## config.mk

```make
export PLATFORM = sky130hd
export DESIGN_NAME = multicycle_control
export DESIGN_NICKNAME = d
export VERILOG_FILES = /design/src/rtl/multicycle_control.sv
export SDC_FILE = /design/constraint.sdc
export NUM_CORES = 1
export LEC_CHECK = 0
export ABC_AREA = 0
export BUFFER_PORTS_ARGS = -buffer_cell sky130_fd_sc_hd__clkbuf_2
export CAP_MARGIN = 30
export CORE_MARGIN = 2
export CORE_UTILIZATION = 45
export CTS_CLUSTER_SIZE = 14
export DETAILED_ROUTE_END_ITERATION = 10
export PLACE_DENSITY = 0.68
export SYNTH_ARGS = -nofsm -noshare
export SYNTH_HDL_FRONTEND = slang
export SYNTH_SLANG_ARGS = --single-unit
```

## constraint.sdc

```tcl
create_clock -name Clk -period 2.5 [get_ports Clk]
set_clock_uncertainty 0.2 [all_clocks]
set_input_delay 0.25 -clock Clk [delete_from_list [all_inputs] [get_ports Clk]]
set_output_delay 0.25 -clock Clk [all_outputs]
set_load 0.02 [all_outputs]
```

## src/rtl/multicycle_control.sv

```systemverilog
// Main control FSM for the multi-cycle MIPS datapath: sequences one instruction
// through fetch/decode/execute/memory/writeback with a MemReady timeout.
module multicycle_control #(
   parameter int TIMEOUT = 255
) (
   input  logic       Clk,
   input  logic       Rst_n,
   input  logic [5:0] Opcode,
   input  logic       Zero,
   input  logic       MemReady,
   output logic       PCWrite,
   output logic       IorD,
   output logic       MemRead,
   output logic       MemWrite,
   output logic       IRWrite,
   output logic       MemtoReg,
   output logic       RegDst,
   output logic       RegWrite,
   output logic       ALUSrcA,
   output logic [1:0] ALUSrcB,
   output logic [1:0] ALUOp,
   output logic [1:0] PCSource,
   output logic       Retire,
   output logic       Illegal,
   output logic       MemErr,
   output logic [3:0] State
);

   localparam int CW = (TIMEOUT < 1) ? 1 : $clog2(TIMEOUT + 1);
   localparam logic [CW-1:0] TO_LAST = CW'((TIMEOUT > 0) ? TIMEOUT - 1 : 0);

   typedef enum logic [3:0] {
      S_FETCH  = 4'd0,  S_DECODE = 4'd1,  S_MEMADR = 4'd2,  S_MEMRD  = 4'd3,
      S_MEMWB  = 4'd4,  S_MEMWR  = 4'd5,  S_EXEC   = 4'd6,  S_ALUWB  = 4'd7,
      S_BRANCH = 4'd8,  S_ADDIEX = 4'd9,  S_ADDIWB = 4'd10, S_JUMP   = 4'd11
   } state_t;

   typedef enum logic [2:0] {
      C_RTYPE, C_LW, C_SW, C_BEQ, C_J, C_ADDI
   } cls_t;

   state_t        state_q, state_d;
   cls_t          cls_q, cls_d;
   logic [CW-1:0] cnt_q, cnt_d;
   logic          run_q;
   logic          retire_q, retire_d, illegal_q, illegal_d, memerr_q, memerr_d;
   logic          to_hit, is_mem, en;

   logic       pcwrite_c, iord_c, memread_c, memwrite_c, irwrite_c;
   logic       memtoreg_c, regdst_c, regwrite_c, alusrca_c;
   logic [1:0] alusrcb_c, aluop_c, pcsource_c;

   // Timeout fires on the cycle the wait count would reach TIMEOUT with no completion
   assign to_hit = (TIMEOUT != 0) && (cnt_q == TO_LAST) && !MemReady;

   always_comb begin
      state_d    = state_q;
      cls_d      = cls_q;
      cnt_d      = cnt_q;
      retire_d   = 1'b0;
      illegal_d  = 1'b0;
      memerr_d   = 1'b0;
      is_mem     = 1'b0;
      pcwrite_c  = 1'b0;
      iord_c     = 1'b0;
      memread_c  = 1'b0;
      memwrite_c = 1'b0;
      irwrite_c  = 1'b0;
      memtoreg_c = 1'b0;
      regdst_c   = 1'b0;
      regwrite_c = 1'b0;
      alusrca_c  = 1'b0;
      alusrcb_c  = 2'b00;
      aluop_c    = 2'b00;
      pcsource_c = 2'b00;
      case (state_q)
         S_FETCH: begin
            is_mem    = 1'b1;
            memread_c = 1'b1;
            alusrcb_c = 2'b01;
            if (MemReady) begin
               irwrite_c = 1'b1;
               pcwrite_c = 1'b1;
               state_d   = S_DECODE;
            end else if (to_hit) begin
               memerr_d = 1'b1;
            end
         end
         S_DECODE: begin
            alusrcb_c = 2'b11;
            case (Opcode)
               6'b000000: begin cls_d = C_RTYPE; state_d = S_EXEC;   end
               6'b100011: begin cls_d = C_LW;    state_d = S_MEMADR; end
               6'b101011: begin cls_d = C_SW;    state_d = S_MEMADR; end
               6'b000100: begin cls_d = C_BEQ;   state_d = S_BRANCH; end
               6'b000010: begin cls_d = C_J;     state_d = S_JUMP;   end
               6'b001000: begin cls_d = C_ADDI;  state_d = S_ADDIEX; end
               default:   begin illegal_d = 1'b1; state_d = S_FETCH; end
            endcase
         end
         S_MEMADR: begin
            alusrca_c = 1'b1;
            alusrcb_c = 2'b10;
            state_d   = (cls_q == C_SW) ? S_MEMWR : S_MEMRD;
         end
         S_MEMRD: begin
            is_mem    = 1'b1;
            memread_c = 1'b1;
            iord_c    = 1'b1;
            if (MemReady) begin
               state_d = S_MEMWB;
            end else if (to_hit) begin
               memerr_d = 1'b1;
               state_d  = S_FETCH;
            end
         end
         S_MEMWB: begin
            regwrite_c = 1'b1;
            memtoreg_c = 1'b1;
            retire_d   = 1'b1;
            state_d    = S_FETCH;
         end
         S_MEMWR: begin
            is_mem     = 1'b1;
            memwrite_c = 1'b1;
            iord_c     = 1'b1;
            if (MemReady) begin
               retire_d = 1'b1;
               state_d  = S_FETCH;
            end else if (to_hit) begin
               memerr_d = 1'b1;
               state_d  = S_FETCH;
            end
         end
         S_EXEC: begin
            alusrca_c = 1'b1;
            aluop_c   = 2'b10;
            state_d   = S_ALUWB;
         end
         S_ALUWB: begin
            regdst_c   = 1'b1;
            regwrite_c = 1'b1;
            retire_d   = 1'b1;
            state_d    = S_FETCH;
         end
         S_BRANCH: begin
            alusrca_c  = 1'b1;
            aluop_c    = 2'b01;
            pcsource_c = 2'b01;
            pcwrite_c  = Zero;
            retire_d   = 1'b1;
            state_d    = S_FETCH;
         end
         S_ADDIEX: begin
            alusrca_c = 1'b1;
            alusrcb_c = 2'b10;
            state_d   = S_ADDIWB;
         end
         S_ADDIWB: begin
            regwrite_c = 1'b1;
            retire_d   = 1'b1;
            state_d    = S_FETCH;
         end
         S_JUMP: begin
            pcsource_c = 2'b10;
            pcwrite_c  = 1'b1;
            retire_d   = 1'b1;
            state_d    = S_FETCH;
         end
         default: state_d = S_FETCH;
      endcase
      // Wait counter restarts whenever a memory state is (re)entered or abandoned
      if (!is_mem || state_d != state_q || memerr_d) begin
         cnt_d = '0;
      end else if (!MemReady) begin
         cnt_d = cnt_q + CW'(1);
      end
   end

   // run_q holds the FSM and outputs quiet until the first edge after reset release
   always_ff @(posedge Clk or negedge Rst_n) begin
      if (!Rst_n) begin
         state_q   <= S_FETCH;
         cls_q     <= C_RTYPE;
         cnt_q     <= '0;
         run_q     <= 1'b0;
         retire_q  <= 1'b0;
         illegal_q <= 1'b0;
         memerr_q  <= 1'b0;
      end else begin
         run_q <= 1'b1;
         if (run_q) begin
            state_q   <= state_d;
            cls_q     <= cls_d;
            cnt_q     <= cnt_d;
            retire_q  <= retire_d;
            illegal_q <= illegal_d;
            memerr_q  <= memerr_d;
         end
      end
   end

   assign en       = Rst_n & run_q;
   assign PCWrite  = en & pcwrite_c;
   assign IorD     = en & iord_c;
   assign MemRead  = en & memread_c;
   assign MemWrite = en & memwrite_c;
   assign IRWrite  = en & irwrite_c;
   assign MemtoReg = en & memtoreg_c;
   assign RegDst   = en & regdst_c;
   assign RegWrite = en & regwrite_c;
   assign ALUSrcA  = en & alusrca_c;
   assign ALUSrcB  = en ? alusrcb_c : 2'b00;
   assign ALUOp    = en ? aluop_c : 2'b00;
   assign PCSource = en ? pcsource_c : 2'b00;
   assign Retire   = en & retire_q;
   assign Illegal  = en & illegal_q;
   assign MemErr   = en & memerr_q;
   assign State    = Rst_n ? state_q : 4'd0;

endmodule

```

# ---- After elaboration in Yosys (flattened, before gate mapping)
# Index checks and enable logic that the tools add are counted.
dict set report classes {
  add_sub_neg 1
  eq_ne 20
  n_mux 34
  bitwise 13
  n_reduce_logical 19
}
# op count
set op_table {}
lappend op_table {{one-hot mux 4 bit (7 select lines)} 1}
lappend op_table {{two-way mux 4 bit} 5}
lappend op_table {{one-hot mux 4 bit (5 select lines)} 1}
lappend op_table {{one-hot mux 3 bit (6 select lines)} 1}
lappend op_table {{== test 4 x 3 -> 1 bit, second input constant} 4}
lappend op_table {{== test 4 bit, second input constant} 4}
lappend op_table {{two-way mux 8 bit} 2}
lappend op_table {{two-way mux 1 bit} 15}
lappend op_table {{AND 1 bit} 13}
lappend op_table {{== test 6 bit, second input constant} 2}
lappend op_table {{adder 8 x 1 -> 8 bit, second input constant} 1}
lappend op_table {{== test 4 x 2 -> 1 bit, second input constant} 2}
lappend op_table {{== test 8 bit, second input constant} 1}
lappend op_table {{one-hot mux 2 bit (2 select lines)} 2}
lappend op_table {{OR reduction 2 bit} 4}
lappend op_table {{== test 6 x 2 -> 1 bit, second input constant} 1}
lappend op_table {{== test 6 x 3 -> 1 bit, second input constant} 1}
lappend op_table {{== test 6 x 4 -> 1 bit, second input constant} 1}
lappend op_table {{zero test 6 bit} 1}
lappend op_table {{two-way mux 2 bit} 3}
lappend op_table {{one-hot mux 2 bit (3 select lines)} 1}
lappend op_table {{nonzero test 6 bit} 1}
lappend op_table {{OR reduction 3 bit} 2}
lappend op_table {{OR reduction 6 bit} 1}
lappend op_table {{15 further kinds} 17}
dict set report word_totals {
  regBits 19
  output_inout_bits 22
  elab_cells 94
}

# ---- Logic depth before layout (Yosys ltp)
# Gate-level depths: netlist (run 1).
dict set report logic_depth {
  word_depth 10
  ltp_mapped 7
  ltp_nobuf 7
}

# ---- Worst setup path before layout (run 1)
# OpenSTA, ideal clock, no wires.
dict set report synth_path {
  path_type {reg-to-output}
  start {register run_q}
  end {output port PCWrite}
  t_arrival_ps 1921
  required_time_ps 2050
  path_slack_ps 129
  path_stages_with_launch 6
  path_buffers 2
  cell_sequence {dfrtp_1 -> clkbuf_1 -> nand2_1 -> clkbuf_1 -> nor4_1 -> a211o_1}
}
dict set report synth_via {
  elab_chain_cells 2
}
# item line_no
set synth_rtl {}
lappend synth_rtl {{start: declaration} 45} ;# logic run_q;
lappend synth_rtl {{start signal: assignment} 186} ;# run_q <= 1'b0;
lappend synth_rtl {{start signal: assignment} 191} ;# run_q <= 1'b1;
lappend synth_rtl {{AND 1 bit} 203} ;# assign en = Rst_n & run_q;
lappend synth_rtl {{AND 1 bit} 204} ;# assign PCWrite = en & pcwrite_c;
lappend synth_rtl {{end: declaration} 11} ;# output logic PCWrite,
# Every way passes these cells.

# ---- Worst setup path in the final report (run 1)
dict set report layout_path {
  start {register state_q[0]}
  end {output port ALUSrcB[1]}
}
dict set report layout_via {
  elab_chain_cells 4
}
# item line_no
set layout_rtl {}
lappend layout_rtl {{start: declaration} 42} ;# state_t state_q, state_d;
lappend layout_rtl {{start signal: assignment} 193} ;# state_q <= state_d;
lappend layout_rtl {{== test 4 bit / == test 4 x 2 -> 1 bit (equally long branches)} 76} ;# case (state_q)
lappend layout_rtl {{OR reduction 2 bit (no source line)} -}
lappend layout_rtl {{one-hot mux 2 bit (3 select lines) (*)} 76}
lappend layout_rtl {{two-way mux 2 bit (*)} 213} ;# assign ALUSrcB = en ? alusrcb_c : 2'b00;
lappend layout_rtl {{end: declaration} 20} ;# output logic [1:0] ALUSrcB,
# Mark *: on every way between the ends. The rest lies on a longest branch, timed or not.

==> results of run 1 <==
per-layer routing:
metal  global-route usage, %  up-vias
li1                        -      708
met1                    27.7      671
met2                    32.7       55
met3                    3.41        7
met4                    7.76        0
met5                       0        -
power groups by stage:
stage          combinational, mW  sequential [mW]  clock [mW]
6_report                   0.296            0.359       0.157
5_1_grt                    0.325            0.365       0.174
4_1_cts                    0.295            0.358       0.161
2_1_floorplan              0.229            0.350           0
3_5_place_dp               0.293            0.365           0
3_3_place_gp               0.288            0.364           0
stage by stage:
| stage | total power [mW] | utilization [%] |
|---|---|---|
| after global placement | 0.652 | 53.6 |
| after floorplan | 0.579 | - |
| after global routing | 0.864 | 54.9 |
| after CTS | 0.815 | 54.9 |
| final | 0.812 | 54.9 |
| after detailed placement | 0.658 | 53.6 |
logic make-up after synthesis:
family | synth area share, %
AO/OA/AOI/OAI | 23.1
multiplexers | 3.12
adder cells (fa/ha/maj) | 1.73
XOR/XNOR | 1.82
other | 0.260
flip-flops | 32.9
AND/OR/NAND/NOR | 30.8
buffers and inverters | 6.33
final cells by class:
class                           instances  share of cell area [%]
Inverter                                8                    1.79
Clock buffer                            3                    1.34
Clock inverter                          1                   0.299
Timing Repair Buffer                   38                    12.5
Multi-Input combinational cell        138                    52.4
Sequential cell                        19                    28.4
Tap cell                               44                    3.29
cell usage in the layout, fill, tap and decap left out, drive strengths merged, types with 3 or more instances in the layout:
cell     n
clkbuf  34
nor2    25
dfrtp   19
nand2   10
nor4     8
inv      7
nor2b    7
a22o     7
nor3     7
a21oi    6
o31ai    6
buf      6
nand3    5
o21ai    5
and2     4
nand2b   4
and3     4
mux2     4
a31oi    3
how the worst max path moves through the flow:
| stage | slack, ns | depth (start not counted) | endpoint |
|---|---|---|---|
| final | 0.11 | 5 | ALUSrcB[1] |
| after global routing | 0.005 | 5 | PCWrite |
| after CTS | 0.12 | 5 | ALUSrcB[1] |
| after detailed placement | 0.31 | 5 | cnt_q[6] |
| after global placement | 0.38 | 5 | cnt_q[0] |
| after floorplan | 0.13 | 5 | PCWrite |
what timing repair did:
item / in CTS / in global routing
gates resized for setup: 0 / 0
endpoints found under the setup margin: 0 / 0
setup buffers: 0 / 0
hold buffers: 1 / 0
endpoints found under the hold margin: 19 / 0
flip-flops by register name, indices dropped and copies added (netlist names):
name / count
cls_q: 3
state_q: 4
memerr_q: 1
illegal_q: 1
run_q: 1
retire_q: 1
cnt_q: 8
worst reg2reg max path: stages (launching register included):
cell	delay (ns)
dfrtp_1	0.53
or3_1	0.40
a21o_1	0.19
a211o_4	0.38
o31ai_1	0.29
a22o_1	0.18
==> tab_implementation.tex, run 1 <==
\begin{tabular}{lr}
\hline
Metric & Value \\
\hline
\multicolumn{2}{l}{\textbf{STA}} \\
Worst-case headroom to the max-slew limit & around 67\% \\
Aggregate negative setup slack & 0 ns \\
Period Utilization, post-route & 95.4\% \\
Worst slack on hold paths & between 0.1 and 0.15 ns \\
Min cycle time layout & roughly 2.4 ns \\
Fmax & roughly 420 MHz \\
Endpoints failing setup & 0 \\
Crit path setup slack, layout & 0.114 ns \\
Setup repair after global routing missed its margin & false \\
Final Max Tran Viols & 0 \\
Actual transition at the worst max-transition pin & 0.490 ns \\
Number of hold-slack violations in the final timing report & 0 \\
\multicolumn{2}{l}{\textbf{Detailed routing}} \\
Wire length on met2 & around 1.6 mm \\
Antenna-violating nets left & 0 \\
Via count & 1441 \\
Detailed Route WL & 3.50 mm \\
Met1 WL & 1.63 mm \\
Total iterations of the first detailed-routing run & 5 \\
Uppermost layer routed & met4 \\
Routed WL per cell & roughly 14 µm \\
Via/cell ratio & approximately 5.7 \\
Post-detailed-route DRC marker count & 0 \\
Met3 routed wirelength & approximately 200 µm \\
DRC violation total after the first TritonRoute iteration & roughly 120 \\
\multicolumn{2}{l}{\textbf{Cells and area}} \\
Net count reported at finish & 220 \\
Count of placed standard cells in the final layout, fillers left out & roughly 250 \\
Number of inserted diodes & 0 \\
Cell area after layout & around 0.0017 mm² \\
Reg area & 475 µm² \\
Number of filler instances in the final layout & between 300 and 400 \\
Combined area of the multi-input logic cells & approximately 880 µm² \\
Fraction of final layout cells with drive strength greater than 1 & between 20\% and 30\% \\
Synth-to-layout area growth & 16.0\% \\
\multicolumn{2}{l}{\textbf{Synthesis}} \\
Yosys warning total & 0 \\
Post-synthesis sequential area ratio & between 30\% and 40\% \\
Synth async-reset ratio & 100\% \\
Area contributors post-synth & dfrtp\_1, nor2\_1, a22o\_1, nor4\_1, clkbuf\_1 \\
Area share of the leading cell type in the synthesized netlist & between 30\% and 40\% \\
Netlist cell types & 48 \\
\#FFs+latches synth & 19 \\
Number of synthesized flops with an enable pin & 0 \\
Most common cell in the netlist & nor2\_1 \\
Cell count after synthesis & between 150 and 200 \\
Top cells by count, synth & nor2\_1, dfrtp\_1, clkbuf\_1 \\
Post-synth design cell area & 0.00144 mm² \\
Post-Synthesis Net Count & approximately 190 \\
Cell taking the most area after synthesis & dfrtp\_1 \\
Top\_reg\_cell synth & dfrtp\_1 \\
Post-Syn Area per Cell & 8.07 µm² \\
\multicolumn{2}{l}{\textbf{Clock network}} \\
TritonCTS clock tree & yes \\
Max Buffers Root-to-Sink & 2 \\
H-tree levels & 1 \\
TritonCTS buffer count & 3 \\
Clock slew at the register clock pins of the worst setup and hold paths & 0.12 ns \\
Cell chosen for the clock root & clkbuf\_4 \\
Source-to-sink clock delay at the later pin of the worst-skew pair & about 0.3 ns \\
Clock net sink count & 19 \\
\multicolumn{2}{l}{\textbf{GRT}} \\
Remaining global-route overflow & 0 \\
Overall Global Routing Usage & 20.4\% \\
Wire length of the first global-routing pass & approximately 5.7 mm \\
Via count of the first global-routing pass & 1276 \\
Maximum number of pins on one net before global-route repair & 27 \\
Number of antenna violations at the first check in global routing & 0 \\
\multicolumn{2}{l}{\textbf{Floorplan}} \\
Horizontal extent of the die & 60.6 µm \\
Die ar. & $\sim$0.0037 mm² \\
Initial Util & 47.3\% \\
Chip Height & 60.6 µm \\
Placeable core region & a little over 0.003 mm² \\
IO Pins & 32 \\
Site Rows & 20 \\
\multicolumn{2}{l}{\textbf{Power and ir drop}} \\
Share of total power in the clock network & between 10\% and 20\% \\
Worst supply voltage drop on vdd & between 0.3 and 0.4 mV \\
Switch share & a little under two fifths \\
Cell leakage power & approximately 0.78 nW \\
Gate power share & a little over a third \\
Part of the total power dissipated in sequential elements & about 44\% \\
Power per unit of standard cell area & 485 mW/mm² \\
Internal power summed over all cells & between 0.5 and 0.6 mW \\
Switching power summed over all nets & 0.308 mW \\
\multicolumn{2}{l}{\textbf{Setup path}} \\
Longest individual stage delay on the worst path & roughly 0.47 ns \\
Worst R2R Path Depth & 5 \\
Launch point of the worst path & state\_q[0] \\
Critical Path Most Common Cell & nand2b\_1 \\
Type of the worst setup path & reg2out \\
Element type at the critical path end & primary output \\
Worst path cell trace & buf\_4, nand2b\_1, nand2b\_1, a211oi\_1, clkbuf\_2 \\
Endpoint of the worst-slack reg-to-reg timing path & cnt\_q[6] \\
Critical Path Source Type & register \\
Worst flop-to-flop path startpoint & state\_q[1] \\
Combined buffer and inverter count along the critical path & 2 \\
Crit-path max FO & 10 \\
Slowest cell on the critical path & dfrtp\_1 \\
Worst R2R Setup Slack & roughly 0.28 ns \\
Data required time of the worst path & just over 2 ns \\
Cell family with the largest share of critical-path delay & simple AND/OR/NAND/NOR gates \\
Critical Path AT & approximately 1.9 ns \\
\multicolumn{2}{l}{\textbf{Status}} \\
Status & finished, final reports clean \\
\multicolumn{2}{l}{\textbf{Placed design}} \\
Final weighted congestion in routability-driven placement & between 0.8 and 0.9 \\
Number of instances in the placed design & approximately 250 \\
Port Buffer Count & 31 \\
Final HPWL from detailed placement & 2.58 mm \\
Placed cell areas & 0.00164 mm² \\
Minimum setup slack after placement & roughly 0.31 ns \\
\multicolumn{2}{l}{\textbf{Hold path}} \\
Beginning of the worst hold path & Opcode[4] \\
Path class of the lowest-slack min-delay path & in2reg \\
Number of stages on the worst hold path & 3 \\
Destination of the worst hold path & illegal\_q \\
\multicolumn{2}{l}{\textbf{Run}} \\
Max capacitance violation total & 0 \\
\hline
\end{tabular}
Note: power is estimated with default switching activity, not from simulation.
==> run 2: changes to the inputs <==
- REMOVE_ABC_BUFFERS: not set -> 1
==> run 2 against run 1 <==
Compared with the run above:
- register-to-register slack gained 0.07 ns
- utilization grew 0.082 points
- sequential power is essentially flat
- critical path depth is the same
- worst setup slack gained 0.044 ns
- first-iteration DRC count grew 21%
- sequential share of layout area is essentially flat
- flip-flop and latch count is the same
- critical endpoint is now PCWrite
- largest cell class unchanged
- largest power group unchanged
- highest routed layer unchanged
==> tab_implementation.tex, run 2 (synthesis results as in run 1) <==
\begin{tabular}{lr}
\hline
Metric & Value \\
\hline
\multicolumn{2}{l}{\textbf{Setup path}} \\
Type of the worst setup path & reg2out (unchanged) \\
Critical Path AT & 1.89 ns (was 1.94 ns) \\
Cell family with the largest share of critical-path delay & simple AND/OR/NAND/NOR gates (unchanged) \\
Crit-path max FO & 10 (unchanged) \\
Combined buffer and inverter count along the critical path & 2 (unchanged) \\
Logic depth of the worst setup path including buffers & 5 (unchanged) \\
Worst path cell trace & buf\_4, nand2b\_1, nor4\_1, a211o\_1, clkbuf\_2 (was buf\_4, nand2b\_1, nand2b\_1, a211oi\_1, clkbuf\_2) \\
Critical Path Source Type & register (unchanged) \\
Worst R2R Path Depth & 5 (unchanged) \\
Element type at the critical path end & primary output (unchanged) \\
Slowest cell on the critical path & dfrtp\_1 (unchanged) \\
Data required time of the worst path & 2.05 ns (about the same) \\
Longest individual stage delay on the worst path & 0.50 ns (was 0.47 ns) \\
\multicolumn{2}{l}{\textbf{GRT}} \\
Number of antenna violations at the first check in global routing & 0 (unchanged) \\
Via count of the first global-routing pass & 1272 (was 1276) \\
Remaining global-route overflow & 0 (unchanged) \\
Overall Global Routing Usage & 21.1\% (was 20.4\%) \\
Maximum number of pins on one net before global-route repair & 27 (unchanged) \\
Wire length of the first global-routing pass & 5.83 mm (was 5.72 mm) \\
\multicolumn{2}{l}{\textbf{STA}} \\
Fmax & 427 MHz (was 419 MHz) \\
Number of hold-slack violations in the final timing report & 0 (unchanged) \\
Min cycle time layout & 2.34 ns (was 2.39 ns) \\
Endpoints failing setup & 0 (unchanged) \\
Setup repair after global routing missed its margin & false (unchanged) \\
Aggregate negative setup slack & 0 ns (unchanged) \\
Actual transition at the worst max-transition pin & 0.503 ns (was 0.490 ns) \\
Final Max Tran Viols & 0 (unchanged) \\
Period Utilization, post-route & 93.7\% (was 95.4\%) \\
Worst slack on hold paths & 0.130 ns (was 0.134 ns) \\
Worst-case headroom to the max-slew limit & 66.1\% (was 67.0\%) \\
\multicolumn{2}{l}{\textbf{Floorplan}} \\
Chip Height & 60.6 µm (unchanged) \\
Horizontal extent of the die & 60.6 µm (unchanged) \\
Initial Util & 47.3\% (unchanged) \\
Site Rows & 20 (unchanged) \\
IO Pins & 32 (unchanged) \\
Placeable core region & 0.00305 mm² (unchanged) \\
Die ar. & 0.00368 mm² (unchanged) \\
\multicolumn{2}{l}{\textbf{Cells and area}} \\
Number of inserted diodes & 0 (unchanged) \\
Synth-to-layout area growth & 16.2\% (was 16.0\%) \\
Net count reported at finish & 220 (unchanged) \\
Biggest register & cnt\_q (unchanged) \\
Commonest cells after routing, fill and taps aside & clkbuf\_2, nor2\_1, dfrtp\_1, nand2\_1, nor4\_1 (unchanged) \\
Max reg flops & 8 (unchanged) \\
Top flop regs & cnt\_q x8, state\_q x4, cls\_q x3 (unchanged) \\
Cell area after layout & 0.00168 mm² (about the same) \\
Fraction of final layout cells with drive strength greater than 1 & 23.7\% (was 23.2\%) \\
Most frequent standard cell in the layout excluding fill and tap cells & clkbuf\_2 (unchanged) \\
\multicolumn{2}{l}{\textbf{Detailed routing}} \\
Detailed Route WL & 3.53 mm (was 3.50 mm) \\
Routed WL per cell & 14.0 µm (was 13.9 µm) \\
Antenna-violating nets left & 0 (unchanged) \\
Post-detailed-route DRC marker count & 0 (unchanged) \\
Via count & 1426 (was 1441) \\
DRC violation total after the first TritonRoute iteration & 139 (was 115) \\
Via/cell ratio & 5.68 (was 5.74) \\
Total iterations of the first detailed-routing run & 4 (was 5) \\
\multicolumn{2}{l}{\textbf{Power and ir drop}} \\
Total Power Consumption & 0.819 mW (was 0.812 mW) \\
Worst supply voltage drop on vdd & 0.274 mV (was 0.339 mV) \\
Power per unit of standard cell area & 488 mW/mm² (was 485 mW/mm²) \\
Cell leakage power & 0.772 nW (was 0.775 nW) \\
\multicolumn{2}{l}{\textbf{Clock network}} \\
H-tree levels & 1 (unchanged) \\
Clock slew at the register clock pins of the worst setup and hold paths & 0.11 ns (was 0.12 ns) \\
TritonCTS buffer count & 3 (unchanged) \\
Clock net sink count & 19 (unchanged) \\
TritonCTS clock tree & yes (unchanged) \\
Number of setup buffers added after CTS & 0 (unchanged) \\
Cell chosen for the clock root & clkbuf\_4 (unchanged) \\
Max Buffers Root-to-Sink & 2 (unchanged) \\
Source-to-sink clock delay at the later pin of the worst-skew pair & 0.29 ns (was 0.30 ns) \\
\multicolumn{2}{l}{\textbf{Hold path}} \\
Number of stages on the worst hold path & 3 (unchanged) \\
Path class of the lowest-slack min-delay path & in2reg (unchanged) \\
\multicolumn{2}{l}{\textbf{Placed design}} \\
Final weighted congestion in routability-driven placement & 0.863 (was 0.881) \\
Final HPWL from detailed placement & 2.59 mm (was 2.58 mm) \\
Port Buffer Count & 31 (unchanged) \\
Placed cell areas & 0.00164 mm² (unchanged) \\
\multicolumn{2}{l}{\textbf{Run}} \\
Max capacitance violation total & 0 (unchanged) \\
\multicolumn{2}{l}{\textbf{Status}} \\
Status & finished, final reports clean (unchanged) \\
\hline
\end{tabular}
## run 2: cell types whose count changed in the layout (fill, tap and decap cells not counted), sizes merged
cell    previous run  this run
clkinv             2         1
clkbuf            34        35
## run 2: report_power, final
part           leakage, nW  switching, mW  total [mW]  internal (mW)
registers            0.258         0.0274       0.358          0.331
clock network       0.0150         0.0940       0.156         0.0621
logic                0.499          0.188       0.304          0.117
total                0.772          0.309       0.819          0.510
## run 2: stage by stage
step,setup slack [ns],std cells,util (%)
after CTS,0.0999,251,54.8
after detailed placement,0.334,246,53.6
after global routing,0.00399,251,55.0
final,0.158,251,55.0
after global placement,0.377,246,53.6
after floorplan,0.0854,165,-
## run 2: path summary, 6_finish.rpt
path	startpoint	end	slack [ns]
worst min-delay path	Opcode[4]	illegal_q	0.13
worst min register to register	illegal_q	illegal_q	0.31
worst max-delay path	state_q[2]	PCWrite	0.16
max in group asynchronous	Rst_n	state_q[0]	1.58
min in group asynchronous	Rst_n	run_q	0.27
worst max register to register	state_q[0]	cnt_q[3]	0.35
## run 2: layout make-up
cell class                      instances  area, µm²
Timing Repair Buffer                   38        210
Tap cell                               44       55.1
Sequential cell                        19        477
Clock buffer                            4       26.3
Inverter                                8       30.0
Fill cell                             291       1380
Multi-Input combinational cell        138        880
## run 2: per-layer routing
layer / track usage [%] / share of wire [%] / up-vias
met4: 4.97 / 0.43 / 0
met3: 4.05 / 4.4 / 2
met2: 37.2 / 51 / 36
met1: 26.6 / 44 / 672
met5: 0 / 0 / -
li1: - / - / 716
## run 2: what timing repair did
item | in CTS | in global routing
hold endpoints to repair | 19 | 0
gates resized for setup | 0 | 2
setup endpoints to repair | 0 | 1
hold buffers | 1 | 0
## run 2: worst register-to-register path: stages (launching register included)
cell	delay (ns)
dfrtp_2	0.49
or3_1	0.38
a21o_1	0.20
a211o_4	0.38
o31ai_1	0.28
a22o_1	0.18
==> run 3: changes to the inputs <==
- CORE_UTILIZATION: 45 -> 52
- GPL_TIMING_DRIVEN: not set -> 0
- PLACE_DENSITY: 0.68 -> 0.77
==> run 3 against run 2 <==
Compared with the run above:
- global-route usage increased by 1.3 points
- sequential power increased by 6.7%
- critical path depth decreased by 1
- combinational power decreased by 14%
- largest cell class unchanged
==> tab_implementation.tex, run 3 (synthesis results as in run 1) <==
\begin{tabular}{lr}
\hline
Metric & Value \\
\hline
\multicolumn{2}{l}{\textbf{STA}} \\
Final Max Tran Viols & 0 (unchanged) \\
Period Utilization, post-route & 93.8\% (was 93.7\%) \\
Worst slack on hold paths & 0.154 ns (was 0.130 ns) \\
Setup repair after global routing missed its margin & true (was false) \\
Endpoints failing setup & 0 (unchanged) \\
Fmax & 426 MHz (was 427 MHz) \\
Number of hold-slack violations in the final timing report & 0 (unchanged) \\
Aggregate negative setup slack & 0 ns (unchanged) \\
Actual transition at the worst max-transition pin & 0.895 ns (was 0.503 ns) \\
Worst-case headroom to the max-slew limit & 40.2\% (was 66.1\%) \\
Min cycle time layout & 2.35 ns (was 2.34 ns) \\
\multicolumn{2}{l}{\textbf{Status}} \\
Status & finished, final reports clean (unchanged) \\
\multicolumn{2}{l}{\textbf{Cells and area}} \\
Top flop regs & cnt\_q x8, state\_q x4, cls\_q x3 (unchanged) \\
Biggest register & cnt\_q (unchanged) \\
Most frequent standard cell in the layout excluding fill and tap cells & clkbuf\_2 (unchanged) \\
Number of inserted diodes & 0 (unchanged) \\
Fraction of final layout cells with drive strength greater than 1 & 21.9\% (was 23.7\%) \\
Synth-to-layout area growth & 12.0\% (was 16.2\%) \\
Net count reported at finish & 214 (was 220) \\
Commonest cells after routing, fill and taps aside & clkbuf\_2, nor2\_1, dfrtp\_1, nand2\_1, nor4\_1 (unchanged) \\
Max reg flops & 8 (unchanged) \\
\multicolumn{2}{l}{\textbf{Setup path}} \\
Data required time of the worst path & 2.05 ns (about the same) \\
Longest individual stage delay on the worst path & 0.57 ns (was 0.50 ns) \\
Cell family with the largest share of critical-path delay & simple AND/OR/NAND/NOR gates (unchanged) \\
Critical Path Source Type & register (unchanged) \\
Element type at the critical path end & primary output (unchanged) \\
Critical Path AT & 1.90 ns (was 1.89 ns) \\
Logic depth of the worst setup path including buffers & 4 (was 5) \\
Type of the worst setup path & reg2out (unchanged) \\
Worst R2R Path Depth & 5 (unchanged) \\
Worst path cell trace & nand2\_1, nor4\_1, a211o\_1, clkbuf\_2 (was buf\_4, nand2b\_1, nor4\_1, a211o\_1, clkbuf\_2) \\
Slowest cell on the critical path & dfrtp\_2 (was dfrtp\_1) \\
Crit-path max FO & 19 (was 10) \\
Combined buffer and inverter count along the critical path & 1 (was 2) \\
\multicolumn{2}{l}{\textbf{GRT}} \\
Overall Global Routing Usage & 22.4\% (was 21.1\%) \\
Number of antenna violations at the first check in global routing & 0 (unchanged) \\
Maximum number of pins on one net before global-route repair & 20 (was 27) \\
Wire length of the first global-routing pass & 5.71 mm (was 5.83 mm) \\
Via count of the first global-routing pass & 1273 (was 1272) \\
Remaining global-route overflow & 0 (unchanged) \\
\multicolumn{2}{l}{\textbf{Clock network}} \\
H-tree levels & 1 (unchanged) \\
Number of setup buffers added after CTS & 0 (unchanged) \\
Max Buffers Root-to-Sink & 2 (unchanged) \\
Clock net sink count & 19 (unchanged) \\
Clock slew at the register clock pins of the worst setup and hold paths & 0.10 ns (was 0.11 ns) \\
TritonCTS buffer count & 3 (unchanged) \\
TritonCTS clock tree & yes (unchanged) \\
Cell chosen for the clock root & clkbuf\_4 (unchanged) \\
Source-to-sink clock delay at the later pin of the worst-skew pair & 0.29 ns (about the same) \\
\multicolumn{2}{l}{\textbf{Placed design}} \\
Final weighted congestion in routability-driven placement & 0.867 (was 0.863) \\
Final HPWL from detailed placement & 2.38 mm (was 2.59 mm) \\
Port Buffer Count & 31 (unchanged) \\
\multicolumn{2}{l}{\textbf{Detailed routing}} \\
Routed WL per cell & 14.5 µm (was 14.0 µm) \\
Via count & 1430 (was 1426) \\
Detailed Route WL & 3.37 mm (was 3.53 mm) \\
Post-detailed-route DRC marker count & 0 (unchanged) \\
Total iterations of the first detailed-routing run & 4 (unchanged) \\
Via/cell ratio & 6.16 (was 5.68) \\
Antenna-violating nets left & 0 (unchanged) \\
DRC violation total after the first TritonRoute iteration & 51 (was 139) \\
\multicolumn{2}{l}{\textbf{Floorplan}} \\
Site Rows & 19 (was 20) \\
Initial Util & 53.7\% (was 47.3\%) \\
Chip Height & 56.7 µm (was 60.6 µm) \\
Horizontal extent of the die & 56.7 µm (was 60.6 µm) \\
Placeable core region & 0.00269 mm² (was 0.00305 mm²) \\
Die ar. & 0.00321 mm² (was 0.00368 mm²) \\
IO Pins & 32 (unchanged) \\
\multicolumn{2}{l}{\textbf{Hold path}} \\
Path class of the lowest-slack min-delay path & in2reg (unchanged) \\
Number of stages on the worst hold path & 3 (unchanged) \\
\multicolumn{2}{l}{\textbf{Run}} \\
Max capacitance violation total & 0 (unchanged) \\
\multicolumn{2}{l}{\textbf{Power and ir drop}} \\
Power per unit of standard cell area & 492 mW/mm² (was 488 mW/mm²) \\
Worst supply voltage drop on vdd & 0.414 mV (was 0.274 mV) \\
Cell leakage power & 0.738 nW (was 0.772 nW) \\
\hline
\end{tabular}
==> run 3: metal layers <==
metal,track usage (%),wire [µm]
met5,0,0
met4,7.14,51
met3,4.61,191
met2,36.4,1610
met1,29.8,1520
==> run 3: tightest hold or removal path, cell delays in order <==
cell and delay, ns:
clkbuf_2 0.16, nor2_1 0.12, o2bb2ai_1 0.08
==> run 3: layout make-up <==
| type | count | area, µm² |
|---|---|---|
| sequential | 19 | 479 |
| multi-input combinational | 138 | 877 |
| inverter | 8 | 30.0 |
| timing repair buffer | 32 | 165 |
| tap | 31 | 38.8 |
| clock buffer | 4 | 26.3 |
| fill | 241 | 1070 |
==> run 3: what timing repair did <==
| item | in CTS | in global routing |
|---|---|---|
| gates resized for setup | 1 | 2 |
| hold buffers | 1 | 0 |
| setup endpoints to repair | 1 | 2 |
| endpoints found under the hold margin | 19 | 0 |
==> run 3: power breakdown <==
group          internal [mW]  switching (mW)  total (mW)
registers              0.331          0.0503       0.382
clock network         0.0621          0.0911       0.153
logic                  0.103           0.157       0.260
==> run 3: worst paths after layout <==
path	startpoint	to	slack [ns]
min in group asynchronous	Rst_n	state_q[0]	0.54
min reg2reg	memerr_q	memerr_q	0.31
max	run_q	PCWrite	0.15
max reg2reg	state_q[2]	cnt_q[0]	0.20
max in group asynchronous	Rst_n	run_q	0.95
min	Opcode[4]	illegal_q	0.15
==> run 3: metrics by stage <==
stage          setup slack (ns)  utilization, %  std cells  cell area [µm²]  total power, mW
3_3_place_gp              0.231            58.7        227             1580            0.632
2_1_floorplan            0.0854               -        165             1380            0.558
3_5_place_dp              0.185            58.7        227             1580            0.640
6_report                  0.155            60.2        232             1620            0.795
4_1_cts                   0.114            60.1        232             1610            0.801
5_1_grt                -0.00625            60.2        232             1620            0.853
